File: src/rtl/waveform_loader_pkg.sv
// Shared defaults and FSM encoding for the waveform loader.
// No logic of its own; imported by the loader interface and top.
package waveform_loader_pkg;

    localparam int DEF_DATA_W = 16;
    localparam int DEF_ADDR_W = 16;
    localparam int DEF_DEPTH  = 65535;

    typedef enum logic {
        IDLE  = 1'b0,
        SHIFT = 1'b1
    } state_t;

endpackage

File: src/rtl/waveform_loader_if.sv
// Store-side and serial-link signals of the waveform loader, grouped as one bundle.
// master is the loader itself; slave is the host link plus the memory/status consumer.
interface waveform_loader_if
    import waveform_loader_pkg::*;
#(
    parameter int DATA_W = DEF_DATA_W,
    parameter int ADDR_W = DEF_ADDR_W
);

    logic              sclk;
    logic              cs_n;
    logic              mosi;
    logic              clear;
    logic [DATA_W-1:0] data_store;
    logic              store_valid;
    logic [ADDR_W-1:0] store_addr;
    logic              full;
    logic              overflow;
    logic              frame_err;
    logic              frame_done;
    logic [ADDR_W-1:0] frame_words;

    modport master (
        input  sclk, cs_n, mosi, clear,
        output data_store, store_valid, store_addr, full,
               overflow, frame_err, frame_done, frame_words
    );

    modport slave (
        output sclk, cs_n, mosi, clear,
        input  data_store, store_valid, store_addr, full,
               overflow, frame_err, frame_done, frame_words
    );

endinterface

File: src/rtl/sync_2ff.sv
// Single-bit two-flop synchronizer; 2 clk latency, no backpressure.
// Resets low so a line already low at reset exit never looks like a falling edge.
module sync_2ff (
    input  logic clk,
    input  logic rst_n,
    input  logic d,
    output logic q
);

    logic meta;

    always_ff @(posedge clk or negedge rst_n) begin
        if (!rst_n) begin
            meta <= 1'b0;
            q    <= 1'b0;
        end else begin
            meta <= d;
            q    <= meta;
        end
    end

endmodule

File: src/rtl/waveform_loader.sv
// Deserializes host serial words into sequential waveform-memory writes; store strobe 1 clk after final-bit detect.
// No backpressure: words arriving while full are dropped and flagged in overflow.
module waveform_loader
    import waveform_loader_pkg::*;
#(
    parameter int DATA_W = DEF_DATA_W,
    parameter int ADDR_W = DEF_ADDR_W,
    parameter int DEPTH  = DEF_DEPTH
) (
    input  logic              clk,
    input  logic              rst_n,
    waveform_loader_if.master bus
);

    localparam int                CNT_W    = $clog2(DATA_W + 1);
    localparam logic [CNT_W-1:0]  LAST_BIT = CNT_W'(DATA_W - 1);
    localparam logic [ADDR_W-1:0] DEPTH_A  = ADDR_W'(DEPTH);

    logic sclk_s, cs_s, mosi_s;
    logic sclk_q, cs_q, mosi_q;
    logic sclk_rise, cs_fall, cs_rise;

    state_t state, state_nxt;

    logic [DATA_W-1:0] shift_q, shift_nxt;
    logic [CNT_W-1:0]  bit_cnt;
    logic [ADDR_W-1:0] frame_cnt, frame_cnt_nxt;
    logic [ADDR_W-1:0] wr_addr;
    logic              shift_en, word_done, end_frame, part_err;
    logic              full;

    logic [DATA_W-1:0] data_store_q;
    logic [ADDR_W-1:0] store_addr_q, frame_words_q;
    logic              store_valid_q, overflow_q, frame_err_q, frame_done_q;

    sync_2ff u_sync_sclk (.clk(clk), .rst_n(rst_n), .d(bus.sclk), .q(sclk_s));
    sync_2ff u_sync_cs   (.clk(clk), .rst_n(rst_n), .d(bus.cs_n), .q(cs_s));
    sync_2ff u_sync_mosi (.clk(clk), .rst_n(rst_n), .d(bus.mosi), .q(mosi_s));

    // Edge pulses are registered; mosi is delayed alongside so it lines up with them.
    always_ff @(posedge clk or negedge rst_n) begin
        if (!rst_n) begin
            sclk_q    <= 1'b0;
            cs_q      <= 1'b0;
            mosi_q    <= 1'b0;
            sclk_rise <= 1'b0;
            cs_fall   <= 1'b0;
            cs_rise   <= 1'b0;
        end else begin
            sclk_q    <= sclk_s;
            cs_q      <= cs_s;
            mosi_q    <= mosi_s;
            sclk_rise <= sclk_s & ~sclk_q;
            cs_fall   <= ~cs_s & cs_q;
            cs_rise   <= cs_s & ~cs_q;
        end
    end

    always_ff @(posedge clk or negedge rst_n) begin
        if (!rst_n) begin
            state <= IDLE;
        end else begin
            state <= state_nxt;
        end
    end

    always_comb begin
        state_nxt = state;
        case (state)
            IDLE:    if (cs_fall) state_nxt = SHIFT;
            SHIFT:   if (cs_rise) state_nxt = IDLE;
            default: state_nxt = IDLE;
        endcase
    end

    // A final bit landing together with cs_n rise still completes and is counted.
    always_comb begin
        shift_en      = 1'b0;
        word_done     = 1'b0;
        end_frame     = 1'b0;
        part_err      = 1'b0;
        shift_nxt     = {shift_q[DATA_W-2:0], mosi_q};
        frame_cnt_nxt = frame_cnt;
        if (state == SHIFT) begin
            shift_en  = sclk_rise;
            word_done = sclk_rise && (bit_cnt == LAST_BIT);
            end_frame = cs_rise;
            part_err  = cs_rise && !word_done && (sclk_rise || (bit_cnt != '0));
            if (word_done && !(&frame_cnt)) begin
                frame_cnt_nxt = frame_cnt + 1'b1;
            end
        end
    end

    assign full = (wr_addr == DEPTH_A);

    always_ff @(posedge clk or negedge rst_n) begin
        if (!rst_n) begin
            shift_q   <= '0;
            bit_cnt   <= '0;
            frame_cnt <= '0;
        end else begin
            if (shift_en) begin
                shift_q <= shift_nxt;
            end
            if ((state == IDLE) || word_done) begin
                bit_cnt <= '0;
            end else if (shift_en) begin
                bit_cnt <= bit_cnt + 1'b1;
            end
            if ((state == IDLE) && cs_fall) begin
                frame_cnt <= '0;
            end else begin
                frame_cnt <= frame_cnt_nxt;
            end
        end
    end

    // clear outranks the post-store increment so a same-cycle clear rewinds to 0.
    always_ff @(posedge clk or negedge rst_n) begin
        if (!rst_n) begin
            wr_addr       <= '0;
            store_valid_q <= 1'b0;
            data_store_q  <= '0;
            store_addr_q  <= '0;
            overflow_q    <= 1'b0;
            frame_err_q   <= 1'b0;
            frame_done_q  <= 1'b0;
            frame_words_q <= '0;
        end else begin
            store_valid_q <= word_done && !full;
            if (word_done && !full) begin
                data_store_q <= shift_nxt;
                store_addr_q <= wr_addr;
            end
            if (bus.clear) begin
                wr_addr <= '0;
            end else if (store_valid_q) begin
                wr_addr <= wr_addr + 1'b1;
            end
            if (bus.clear) begin
                overflow_q <= 1'b0;
            end else if (word_done && full) begin
                overflow_q <= 1'b1;
            end
            if (bus.clear) begin
                frame_err_q <= 1'b0;
            end else if (part_err) begin
                frame_err_q <= 1'b1;
            end
            frame_done_q <= end_frame;
            if (end_frame) begin
                frame_words_q <= frame_cnt_nxt;
            end
        end
    end

    assign bus.data_store  = data_store_q;
    assign bus.store_valid = store_valid_q;
    assign bus.store_addr  = store_addr_q;
    assign bus.full        = full;
    assign bus.overflow    = overflow_q;
    assign bus.frame_err   = frame_err_q;
    assign bus.frame_done  = frame_done_q;
    assign bus.frame_words = frame_words_q;

endmodule

File: src/flat_wrapper.sv
// flat-port wrapper written by rule: the top's interface ports become plain ports
module waveform_loader_flat import waveform_loader_pkg::*;
#(
    parameter int DATA_W = DEF_DATA_W,
    parameter int ADDR_W = DEF_ADDR_W,
    parameter int DEPTH  = DEF_DEPTH
)
  (clk, rst_n, bus_sclk, bus_cs_n, bus_mosi, bus_clear, bus_data_store, bus_store_valid, bus_store_addr, bus_full, bus_overflow, bus_frame_err, bus_frame_done, bus_frame_words);
  waveform_loader_if #(.DATA_W(DATA_W), .ADDR_W(ADDR_W)) bus_i ();
  input  logic clk;
  input  logic rst_n;
  input wire logic [$bits(bus_i.sclk)-1:0] bus_sclk;
  input wire logic [$bits(bus_i.cs_n)-1:0] bus_cs_n;
  input wire logic [$bits(bus_i.mosi)-1:0] bus_mosi;
  input wire logic [$bits(bus_i.clear)-1:0] bus_clear;
  output wire logic [$bits(bus_i.data_store)-1:0] bus_data_store;
  output wire logic [$bits(bus_i.store_valid)-1:0] bus_store_valid;
  output wire logic [$bits(bus_i.store_addr)-1:0] bus_store_addr;
  output wire logic [$bits(bus_i.full)-1:0] bus_full;
  output wire logic [$bits(bus_i.overflow)-1:0] bus_overflow;
  output wire logic [$bits(bus_i.frame_err)-1:0] bus_frame_err;
  output wire logic [$bits(bus_i.frame_done)-1:0] bus_frame_done;
  output wire logic [$bits(bus_i.frame_words)-1:0] bus_frame_words;
  assign bus_i.sclk = bus_sclk;
  assign bus_i.cs_n = bus_cs_n;
  assign bus_i.mosi = bus_mosi;
  assign bus_i.clear = bus_clear;
  assign bus_data_store = bus_i.data_store;
  assign bus_store_valid = bus_i.store_valid;
  assign bus_store_addr = bus_i.store_addr;
  assign bus_full = bus_i.full;
  assign bus_overflow = bus_i.overflow;
  assign bus_frame_err = bus_i.frame_err;
  assign bus_frame_done = bus_i.frame_done;
  assign bus_frame_words = bus_i.frame_words;
  waveform_loader #(.DATA_W(DATA_W), .ADDR_W(ADDR_W), .DEPTH(DEPTH)) u_core (.clk(clk), .rst_n(rst_n), .bus(bus_i));
endmodule
File: config.mk
export PLATFORM = sky130hd
export DESIGN_NAME = waveform_loader_flat
export DESIGN_NICKNAME = d
export VERILOG_FILES = /design/src/rtl/waveform_loader_pkg.sv /design/src/rtl/waveform_loader_if.sv /design/src/rtl/sync_2ff.sv /design/src/rtl/waveform_loader.sv /design/src/flat_wrapper.sv
export SDC_FILE = /design/constraint.sdc
export NUM_CORES = 1
export LEC_CHECK = 0
export ABC_AREA = 1
export CORE_MARGIN = 3
export CORE_UTILIZATION = 50
export DETAILED_ROUTE_END_ITERATION = 8
export HOLD_SLACK_MARGIN = 0.15
export PLACE_DENSITY = 0.74
export SLEW_MARGIN = 20
export SYNTH_ARGS = -nofsm -noshare
export SYNTH_HDL_FRONTEND = slang
export SYNTH_SLANG_ARGS = --single-unit
File: constraint.sdc
create_clock -name clk -period 2.5 [get_ports clk]
set_input_delay 0.375 -clock clk [delete_from_list [all_inputs] [get_ports clk]]
set_output_delay 0.375 -clock clk [all_outputs]
set_load 0.03 [all_outputs]
==> flow_summary.ini <==
[run_status]
outcome = complete, no violations

[floorplanning]
rows = 36
dieArea_um2 = 11700
ios = 59
die_w_um = 108
core_area_um2 = 9950
initial_core_util = 0.525
die_h_um = 108

[hold_path]
hold_depth = 1
hold_start = bus_sclk
hold_end = u_core.u_sync_sclk.meta$_DFF_PN0_
hp-class = primary input to flop

[critical_path]
worstPathArrival_ps = 1980
r2r_cells = 13
r2r-start = u_core.bit_cnt[1]$_DFFE_PN0P_
critPathLaunchType = flop
r2r_setup_slack_ps = 310
critPathMaxFanout = 5
end_kind = output port
worstSetupPathType = flop to output port
cp.required_ps = 2120
reg2reg_to = u_core.bus.frame_words[2]$_DFFE_PN0P_

[detailed_routing]
routed_wl_um = 10800
vias = 4115
vias_per_cell = 5.02
routedWlPerCell_um = 13.1
dr.pass1.iters = 4
drc = 0
detail-route-antenna-nets = 0
drt_first_iter_violations = 210

[final_layout]
fin_cells = 820
drive_above_1_share = 0.128
antenna_cells = 0
seqCellArea_um2 = 2930
multi_input_area_um2 = 1980
fillers = 809
area_growth_pct = 24.9
fin_nets = 685

[logic_synthesis]
ys_top_cells_by_count = nand2_1, dfrtp_1, inv_1
synth_fp_nets = 618
synth.largest_area_cell = dfrtp_1
avgSynthCellArea_um2 = 8.62
synth_top_area_frac = 0.560
synth_area_um2 = 5230
yosys_warnings = 0
synthCells = 607
synth-edff-count = 0
synth.area.top_cells = dfrtp_1, nand2_1, inv_1, nor2_1, nand2_2
synthMostInstantiatedCell = nand2_1
yosys.cell_types.count = 40
synth_seq_cells = 117
async_flop_share = 1.00
yosysSeqAreaShare = 0.560
synth_flop_cell = dfrtp_1

[grt]
grt.total_usage = 0.207
grt_pass1_vias = 4160
grt.overflow.total = 0
grt_pass1_wl_um = 19000
antenna_found_initial = 0
grt_max_degree = 57

[power_and_ir_drop]
peakVddDrop_uv = 471
p_per_area_nw_per_um2 = 713
power.internal_mw = 3.61
leakage_nw = 3.24
power_mw = 4.65
clock_power_share = 0.518
combPwrFrac = 0.043
p_seq_frac = 0.439
switching_share = 0.225
switchingPower_mw = 1.05

[timing]
finalCritPeriodShare = 0.941
slew_violations = 0
fmax_mhz = 425
fin_crit_ps = 2350
finalHoldViolCount = 0
rsz0062_at_grt = no
setup_violations = 0
setup_tns_ps = 0
layout_setup_ws_ps = 147
finalClockSkew_ps = 8.62
max_slew_margin = 0.646
worstMarginPinSlew_ps = 530

[cts]
cts_tree = yes
root_buffer = clkbuf_8
htree_levels = 4
cts_inserted_buffers = 17
clock_latency_ps = 520
cts_buffer_depth = 2
cts_num_sinks = 117
post-cts-setup-buffer-count = 0
clkSlewWorstSetupHoldPaths_ps = 50

[place]
post-place-ws_ps = 290
placed_cells = 787
dp_hpwl_um = 7300
port_buffers = 58
finalWeightedCongestion = 0.915

[flow_run]
drv_cap = 0
[layout by cell type, fill, tap and decap left out, types with 5 or more instances in the layout]
master,instances
nor3_1,7
nor2_1,41
nand4_1,14
dfrtp_1,117
buf_4,5
clkbuf_16,16
nand2_2,20
a21oi_1,13
nand3_1,25
nand3_2,5
o21ai_0,15
nor2_2,6
nand2_1,235
nor2_4,5
clkdlybuf4s50_1,56
inv_1,52
ha_1,5
[critical path, cell delays in order, from the launching register on]
cell and delay [ps]:
dfrtp_1 420, ha_1 240, inv_1 80, nor4_2 250
nand3b_1 110, inv_1 60, clkdlybuf4s15_2 290
[cells by family after synthesis]
logic type / Yosys count / share of synthesized area
compound gates: 40 / 0.0440
simple gates: 369 / 0.317
buf+inv: 74 / 0.0636
xor+xnor: 2 / 0.00335
fa+ha+maj: 5 / 0.0120
flops: 117 / 0.560
[registers in the layout (all words and copies together), names as in the netlist, 5 cells and up]
signal / count
u_core.bus.data_store: 16
u_core.bus.frame_words: 16
u_core.bus.store_addr: 16
u_core.frame_cnt: 16
u_core.wr_addr: 16
u_core.shift_q: 15
u_core.bit_cnt: 5
[per-layer routing]
metal  global-route usage  routed length [um]  up-vias
met5                    0                   0        -
met4               0.0893                 195        0
met3               0.0531                 513       25
met2                0.343                5350      108
met1                0.258                4720     1933
li1                     -                   -     2049
[per-stage QoR]
step                 util  cell area (um2)  hold WS (ps)
floorplan               -             5230          79.4
global placement    0.594             5910           332
detailed placement  0.594             5910           340
CTS                 0.655             6530           274
global route        0.656             6530           272
finish              0.656             6530           286
[final cells by class]
class                   count  area share
repair buffers             64      0.0979
inverters                  58      0.0341
well taps                 133      0.0255
clock inverters            12      0.0236
flip-flops and latches    117       0.448
clock buffers              20      0.0682
multi-input cells         416       0.302
[worst max path at each step]
stage,start,endpoint,cells past startpoint
after floorplan,u_core.bit_cnt[0]$_DFFE_PN0P_,u_core.bus.frame_words[13]$_DFFE_PN0P_,14
after global placement,u_core.wr_addr[1]$_DFFE_PN0P_,bus_full,6
after detailed placement,u_core.wr_addr[1]$_DFFE_PN0P_,bus_full,6
after CTS,u_core.wr_addr[1]$_DFFE_PN0P_,bus_full,6
after global routing,u_core.wr_addr[1]$_DFFE_PN0P_,bus_full,6
final,u_core.wr_addr[1]$_DFFE_PN0P_,bus_full,6
[power groups by stage]
| stage | logic, mW | clock network [mW] | registers (mW) |
|---|---|---|---|
| detailed placement | 0.204 | 0 | 2.08 |
| global route | 0.237 | 2.55 | 2.06 |
| global placement | 0.194 | 0 | 2.07 |
| finish | 0.201 | 2.41 | 2.04 |
| floorplan | 0.121 | 0 | 2.06 |
| CTS | 0.207 | 2.45 | 2.04 |
[what timing repair did]
item	in CTS	in global routing
hold endpoints to repair	37	0
hold buffers	1	0
pin swaps	0	0
setup endpoints to repair	1	1
gates resized for setup	3	1
No activity file was read; power rests on OpenSTA's default activity.
